`src/rtl/psram_arbiter.sv`:
```
// psram_arbiter: round-robin front end that shares one psram_controller command port between two requesters.
// Optional BUSY watchdog is built when PSRAM_ARB_TIMEOUT_EN is defined.
module psram_arbiter #(
  parameter int         BIT_MODE    = 16,
  parameter bit         WRAP_EN     = 1'b1,
  parameter logic [1:0] CMD_ARRAY   = 2'b00,
  parameter int         TIMEOUT_CYC = 65535
) (
  input  logic        sys_clk,
  input  logic        sys_rst,
  input  logic        init_cable_complete,
  input  logic        m0_req,
  input  logic        m0_rw,
  input  logic [31:0] m0_addr,
  input  logic [11:0] m0_burst_len,
  input  logic [1:0]  m0_byte_write,
  input  logic [15:0] m0_wdata,
  output logic        m0_gnt,
  output logic        m0_wr_valid,
  output logic        m0_rd_valid,
  output logic [15:0] m0_rd_data,
  output logic        m0_done,
  output logic        m0_err,
  input  logic        m1_req,
  input  logic        m1_rw,
  input  logic [31:0] m1_addr,
  input  logic [11:0] m1_burst_len,
  input  logic [1:0]  m1_byte_write,
  input  logic [15:0] m1_wdata,
  output logic        m1_gnt,
  output logic        m1_wr_valid,
  output logic        m1_rd_valid,
  output logic [15:0] m1_rd_data,
  output logic        m1_done,
  output logic        m1_err,
  output logic        psram_exe,
  output logic        rw_ctrl,
  output logic        bit_ctrl,
  output logic        wrap_in,
  output logic [1:0]  byte_write,
  output logic [31:0] addr_in,
  output logic [15:0] data_in,
  output logic [11:0] burst_len,
  output logic [1:0]  command_in,
  input  logic        psram_done,
  input  logic        psram_wr_valid,
  input  logic        psram_rd_valid,
  input  logic [15:0] psram_rd_data,
  output logic        busy
);

  typedef enum logic [1:0] {IDLE = 2'd0, ISSUE = 2'd1, BUSY = 2'd2, DONE = 2'd3} state_t;

  state_t      state;
  logic        owner;
  logic        last;
  logic        win;
  logic        in_busy;
  logic [15:0] m0_rd_hold;
  logic [15:0] m1_rd_hold;

  // The watchdog counter is 16 bits wide, so the limit must fit in it.
  if (TIMEOUT_CYC < 1 || TIMEOUT_CYC > 65535) begin : g_bad_timeout
    $error("TIMEOUT_CYC must be in 1..65535");
  end

`ifdef PSRAM_ARB_TIMEOUT_EN
  localparam logic [15:0] TO_LAST = 16'(TIMEOUT_CYC - 1);
  logic [15:0] cnt;
`else
  assign m0_err = 1'b0;
  assign m1_err = 1'b0;
`endif

  assign bit_ctrl   = (BIT_MODE == 16);
  assign wrap_in    = WRAP_EN;
  assign command_in = CMD_ARRAY;
  assign busy       = (state != IDLE);
  assign in_busy    = (state == BUSY);

  // On a conflict the requester that did not finish last wins.
  assign win = (m0_req && m1_req) ? ~last : m1_req;

  // Data-phase routing is combinational so strobes line up with the controller.
  assign data_in     = in_busy ? (owner ? m1_wdata : m0_wdata) : 16'h0000;
  assign m0_wr_valid = in_busy && !owner && psram_wr_valid;
  assign m1_wr_valid = in_busy &&  owner && psram_wr_valid;
  assign m0_rd_valid = in_busy && !owner && psram_rd_valid;
  assign m1_rd_valid = in_busy &&  owner && psram_rd_valid;
  assign m0_rd_data  = m0_rd_valid ? psram_rd_data : m0_rd_hold;
  assign m1_rd_data  = m1_rd_valid ? psram_rd_data : m1_rd_hold;

  always_ff @(posedge sys_clk) begin
    if (sys_rst) begin
      state      <= IDLE;
      owner      <= 1'b0;
      last       <= 1'b1;
      m0_gnt     <= 1'b0;
      m1_gnt     <= 1'b0;
      m0_done    <= 1'b0;
      m1_done    <= 1'b0;
      psram_exe  <= 1'b0;
      rw_ctrl    <= 1'b0;
      addr_in    <= 32'h0;
      burst_len  <= 12'h0;
      byte_write <= 2'b00;
      m0_rd_hold <= 16'h0;
      m1_rd_hold <= 16'h0;
`ifdef PSRAM_ARB_TIMEOUT_EN
      m0_err     <= 1'b0;
      m1_err     <= 1'b0;
      cnt        <= 16'h0;
`endif
    end else begin
      m0_gnt    <= 1'b0;
      m1_gnt    <= 1'b0;
      m0_done   <= 1'b0;
      m1_done   <= 1'b0;
      psram_exe <= 1'b0;
`ifdef PSRAM_ARB_TIMEOUT_EN
      m0_err    <= 1'b0;
      m1_err    <= 1'b0;
`endif
      if (m0_rd_valid) m0_rd_hold <= psram_rd_data;
      if (m1_rd_valid) m1_rd_hold <= psram_rd_data;

      case (state)
        IDLE: begin
          if (init_cable_complete && (m0_req || m1_req)) begin
            owner      <= win;
            rw_ctrl    <= win ? m1_rw         : m0_rw;
            addr_in    <= win ? m1_addr       : m0_addr;
            burst_len  <= win ? m1_burst_len  : m0_burst_len;
            byte_write <= win ? m1_byte_write : m0_byte_write;
            m0_gnt     <= !win;
            m1_gnt     <= win;
            state      <= ISSUE;
          end
        end
        ISSUE: begin
          psram_exe <= 1'b1;
          state     <= BUSY;
`ifdef PSRAM_ARB_TIMEOUT_EN
          cnt       <= 16'h0;
`endif
        end
        BUSY: begin
          if (psram_done) begin
            m0_done <= !owner;
            m1_done <= owner;
            state   <= DONE;
          end
`ifdef PSRAM_ARB_TIMEOUT_EN
          else if (cnt == TO_LAST) begin
            m0_err <= !owner;
            m1_err <= owner;
            last   <= owner;
            state  <= IDLE;
          end else begin
            cnt <= cnt + 16'd1;
          end
`endif
        end
        DONE: begin
          last  <= owner;
          state <= IDLE;
        end
        default: state <= IDLE;
      endcase
    end
  end

endmodule

```
`config.mk`:
```
export PLATFORM = sky130hd
export DESIGN_NAME = psram_arbiter
export DESIGN_NICKNAME = d
export VERILOG_FILES = /design/src/rtl/psram_arbiter.sv
export SDC_FILE = /design/constraint.sdc
export NUM_CORES = 1
export LEC_CHECK = 0
export CAP_MARGIN = 15
export CELL_PAD_IN_SITES_DETAIL_PLACEMENT = 1
export CELL_PAD_IN_SITES_GLOBAL_PLACEMENT = 1
export CORE_ASPECT_RATIO = 1.25
export CORE_MARGIN = 2
export CORE_UTILIZATION = 39
export CTS_BUF_LIST = sky130_fd_sc_hd__clkbuf_16
export DETAILED_ROUTE_END_ITERATION = 12
export DONT_BUFFER_PORTS = 1
export PLACE_DENSITY = 0.71
export SYNTH_ARGS = -nofsm -noshare
export SYNTH_HDL_FRONTEND = slang
export SYNTH_SLANG_ARGS = --single-unit
export TNS_END_PERCENT = 10
```
`constraint.sdc`:
```
create_clock -name sys_clk -period 1.7 [get_ports sys_clk]
set_clock_uncertainty 0.15 [all_clocks]
set_input_delay 0.34 -clock sys_clk [delete_from_list [all_inputs] [get_ports sys_clk]]
set_output_delay 0.34 -clock sys_clk [all_outputs]
set_load 0.03 [all_outputs]
```
## After elaboration in Yosys (flattened, before gate mapping)

Cells that the tools add are included.

- Flip-flop bits (word level): 88
- Input bits: 150
- Word-level logic and storage cells: 54

- Equal/unequal tests: 5
- Muxes and demuxes: 13
- Bitwise gates (word level): 5
- Reductions and logical operators: 17

Operator list:

| cell | count |
|---|---|
| two-way mux 16 bit | 4 |
| two-way mux 32 bit | 1 |
| two-way mux 12 bit | 1 |
| logical AND 1 bit | 8 |
| case mux 2 bit (4 select lines) | 1 |
| two-way mux 2 bit | 3 |
| OR reduction 3 bit | 2 |
| NOT 1 bit | 5 |
| equality test 2 bit (second input constant) | 2 |
| != test 2 bit (second input constant) | 2 |
| AND reduction 2 bit | 2 |
| two-way mux 1 bit | 3 |
| equality test 2 x 1 -> 1 bit (second input constant) | 1 |
| zero test 1 bit | 2 |
| zero test 2 bit | 1 |
| nonzero test 2 bit | 1 |
| logical OR 1 bit | 1 |

## Longest topological paths before layout

- Depth after elaboration: 4
- Gate-level depth with buffers: 7
- Gate-level depth less buffers: 5

## Worst setup path before layout

Ideal clock, no wire load.

- Path type: reg2out
- From: register state[0]
- To: output data_in[10]
- Arrival time: 1413 ps
- Data required time: 1210 ps
- Slack: -203 ps
- Stages on the path, launching flop included: 5
- Path through: dfxtp_1 > inv_1 > ha_1 > clkbuf_1 > nor2b_1

- Longest elaborated chain between the ends: 2

Ends and longest elaborated chain:

| element | RTL line | RTL |
|---|---|---|
| from (decl) | 54 | `state_t state;` |
| from (signal assigned) | 95 | `state <= IDLE;` |
| from (signal assigned) | 137 | `state <= ISSUE;` |
| from (signal assigned) | 142 | `state <= BUSY;` |
| equality test 2 bit | 79 | `assign in_busy = (state == BUSY);` |
| two-way mux 16 bit | 85 | `assign data_in = in_busy ? (owner ? m1_wdata : m0_wdata) : 16'h0000;` |
| to (decl) | 42 | `output logic [15:0] data_in,` |

No other way between the ends.

## Worst setup path after layout

- From: register state[0]
- To: output m0_rd_data[4]

- Longest elaborated chain between the ends: 4

Ends and longest elaborated chain:

| element | RTL line | RTL |
|---|---|---|
| equality test 2 bit | 79 |  |
| logical AND 1 bit (2 in a row) | 88 | `assign m0_rd_valid = in_busy && !owner && psram_rd_valid;` |
| two-way mux 16 bit | n/a |  |
| to (decl) | 21 | `output logic [15:0] m0_rd_data,` |

No other way between the ends.

==> summary.md <==
| Metric | Value |
|---|---|
| Number of nets in the final layout | 619 |
| Worst setup slack after layout | -384.8 ps |
| Post-Place Setup Slack | -82.34 ps |
| Cell type with the largest total area after synthesis | dfxtp_1 |
| Final routed DRC violation total | 0 |
| Arrival @ worst endpoint | around 1600 ps |
| Synthesis warning total | 0 |
| Deepest level of the CTS H-tree | 3 |
| Global router's overall resource usage | 0.1965 |
| Die Width | 95.75 µm |
| Proportion of total power due to net switching | 0.3993 |
| Data required, critical path | roughly 1200 ps |
| Number of global-route vias before repair | ~3500 |
| Floorplan Core Area | 10160 µm² |
| Floorplan die area | roughly 11000 µm² |
| Max VDD drop | 0.6407 mV |
| Final hold slack | -75.20 ps |
| Worst path bufs/invs | 2 |
| Routed WL per cell | approximately 20 µm |
| Static Leak | between 2 and 2.5 nW |
| First element of the critical path | state[0]$_SDFFE_PP0P_ |
| Post-synthesis instance area | between 4000 and 5000 µm² |
| Fmax achieved | approximately 480 MHz |
| Iteration-0 DRC count of the detailed router | 85 |
| Critical path class | reg -> out |
| Hold Path Class | in -> reg |
| Dominant synthesized flop cell | dfxtp_1 |
| Sinks on Clock Net | slightly below 90 |
| Die H | around 120 µm |
| Net load switching power | 3.274 mW |
| Final Cycle Share | 1.226 |
| Synth top area cells | dfxtp_1 (43%), a211oi_1 (8.6%), nor2b_1 (7.8%) |
| Post-CTS clock slew at the launch and capture registers of the worst setup and hold paths | 60 ps |
| Startpoint of the most critical register-to-register path | state[0]$_SDFFE_PP0P_ |
| Global-route wire length before repair | 17570 µm |
| Relative contribution of combinational cells to total power | 0.339 |
| Number of inserted diodes | 0 |
| Seq pwr share | 0.413 |
| I/O Pins | ~260 |
| Max-cap violations | 0 |
| Hold buffer count at cts | 1 |
| Share of the yosys chip area belonging to registers | 0.4293 |
| Routed WL | ~12000 µm |
| Critical Path End Type | output port |
| Violated checks | negative hold slack, negative setup slack |
| Number of antenna violations at the first check in global routing | 0 |
| Proportion of netlist area held by the largest area contributor | 0.4293 |
| Clock tree from TritonCTS | built |
| Part of the total power dissipated in the clock network | 0.249 |
| Post-synth cell types | 31 |
| Worst path slowest cell | mux2_4 |
| Maximum number of pins on one net before global-route repair | 90 |
| Core Rows | 41 |
| Cell-by-cell trace of the critical path | inv_2, ha_4, nand3b_4, buf_12, mux2_4 |
| Worst Path Max Fanout | 5 |
| Slew Viols, Final | 0 |
| Final HPWL from detailed placement | around 8400 µm |
| Run status | finished, violations left |
| Top Family by Delay on Critical Path | multiplexers |
| Fin Setup TNS | -16340 ps |
| Synthesis-stage register bit count | 88 |
| Post-detailed-route via-to-cell ratio | between 5 and 6 |
| Clk_lat worst skew | between 300 and 400 ps |
| Average cell area after synthesis | about 9 µm² |
| Worst Min Path Start | sys_rst |
| Grt ovf | 0 |
| Gate Count Post-Synth | approximately 450 |
| Internal power | slightly below 5 mW |
| Post-synthesis to final-layout area growth | 23.60% |
| FFs w/ async S/R, synth | 0 |
| Initial core utilization | 0.4040 |
| Final hold violation count | 59 |
| Largest buffer count on any clock path | 2 |
| Setup repair after global routing missed its margin | yes |
| Number of buffers created by CTS | 9 |
| Post-synth EDFFs | 0 |
| Post-detailed-route count of antenna-violating nets | 0 |
| Worst setup SP type | register |
| GP Congestion | approximately 0.76 |
| Final setup viols | 55 |
| CTS root buf | clkbuf_16 |
| First-pass detailed-route iteration total | 4 |
| Count of port buffers added during placement | 0 |
| Power Dens Cells | about 1600 nW/µm² |
| Slowest Stage Delay on Critical Path | about 360 ps |
| Final critical path time including I/O delays and setup | 2085 ps |
| Number of vias after detailed routing | roughly 3300 |
| Fraction of layout instances using a drive strength above 1 | 0.2942 |
| Finished Cell Area | 5072 µm² |
| Placed cell areas | 4464 µm² |
-- worst register-to-register path, stage by stage (launching register included) --
cell	delay [ps]
dfxtp_2	320
inv_2	70
buf_4	110
buf_6	90
ha_4	150
o211a_1	190
buf_12	230
nor2_1	120
a211oi_2	210
-- power by group through the flow --
| stage | Combinational (mW) | Clock (mW) | Sequential [mW] |
|---|---|---|---|
| after floorplan | 1.88 | 0 | 3.32 |
| after global placement | 2.38 | 0 | 3.42 |
| after detailed placement | 2.47 | 0 | 3.43 |
| after CTS | 2.65 | 2.09 | 3.39 |
| after global routing | 3.04 | 2.18 | 3.42 |
| final | 2.78 | 2.04 | 3.38 |
-- cells in the mapped netlist (2+ instances only) --
| cell | n |
|---|---|
| nor2b_1 | 51 |
| mux2i_1 | 17 |
| a21oi_1 | 49 |
| buf_6 | 2 |
| nand2b_1 | 2 |
| clkbuf_1 | 22 |
| nor3_1 | 2 |
| conb_1 | 2 |
| buf_2 | 10 |
| nor2_1 | 49 |
| mux2_2 | 14 |
| inv_1 | 5 |
| dfxtp_1 | 88 |
| nand2_1 | 49 |
| ha_1 | 4 |
| buf_4 | 9 |
| a211oi_1 | 47 |
| mux2_4 | 18 |
-- stage by stage --
step / utilization / cells / total power, mW
2_1_floorplan: - / 457 / 5.203
3_3_place_gp: 0.4395 / 576 / 5.799
3_5_place_dp: 0.4395 / 576 / 5.906
4_1_cts: 0.4856 / 596 / 8.139
5_1_grt: 0.4994 / 598 / 8.644
6_report: 0.4994 / 598 / 8.200
-- logic make-up (layout without fill, tap and decap cells) --
family / count (synthesis) / in the layout / synth area share
compound gates: 103 / 103 / 0.1616
simple gates: 159 / 159 / 0.1906
flops: 88 / 88 / 0.4293
mux: 49 / 49 / 0.1457
other cells: 2 / 6 / 0.001830
fa+ha+maj: 4 / 4 / 0.01220
buf+inv: 48 / 60 / 0.05884
-- cell type report --
type                    instances  area [µm²]
flip-flops and latches         88        1764
clock inverters                 6       85.08
multi-input cells             321        2370
inverters                       5       26.28
well taps                     129       161.4
repair buffers                 40       440.4
clock buffers                   9       225.2
fillers                      1153        5085
-- placed cells by master (no fill, tap or decap), types with 2 or more instances in the layout --
cell type   synthesis  routed
mux2_4             18      32
clkbuf_16           0       9
a21oi_1            49      48
nor2b_1            51      35
clkinvlp_4          0       3
ha_1                4       2
a211oi_1           47      24
mux2i_1            17      17
dfxtp_2             0       2
nor2_1             49      49
nor2b_2             0      16
inv_1               5       2
nand2_1            49      49
buf_4               9      24
buf_12              0       7
ha_4                0       2
nor3_1              2       2
bufinv_16           0       2
nand2b_1            2       2
a211oi_2            0      23
buf_6               2       6
dfxtp_1            88      86
conb_1              2       6
-- sequential cells by signal, summed over array words and instances (netlist names) --
register    cells
owner           1
m1_gnt          1
byte_write      2
addr_in        32
m1_done         1
m0_done         1
last            1
m0_rd_hold     16
psram_exe       1
state           2
m0_gnt          1
rw_ctrl         1
m1_rd_hold     16
burst_len      12
-- layer usage --
layer	GRT usage	vias up	share of wire
li1	-	1554	-
met1	0.2209	1557	0.38
met2	0.3309	149	0.50
met3	0.06756	20	0.094
met4	0.08393	0	0.024
met5	0	-	0
-- final timing paths --
check                              endpoint  slack (ps)  cells past startpoint
setup / recovery              m0_rd_data[4]        -380                      5
hold / removal           owner$_SDFFE_PP0P_         -80                      1
setup reg to reg  burst_len[8]$_SDFFE_PP0P_         -20                      8
hold reg to reg       state[0]$_SDFFE_PP0P_         450                      2
-- repair_timing --
action                                  4_1_cts  5_1_grt
hold endpoints to repair                     85       84
pin swaps                                     1       39
setup buffers                                 3        2
cloned                                        1        0
endpoints found under the setup margin       97       95
resized for setup                            26       26
Note: power is estimated with default switching activity, not from simulation.
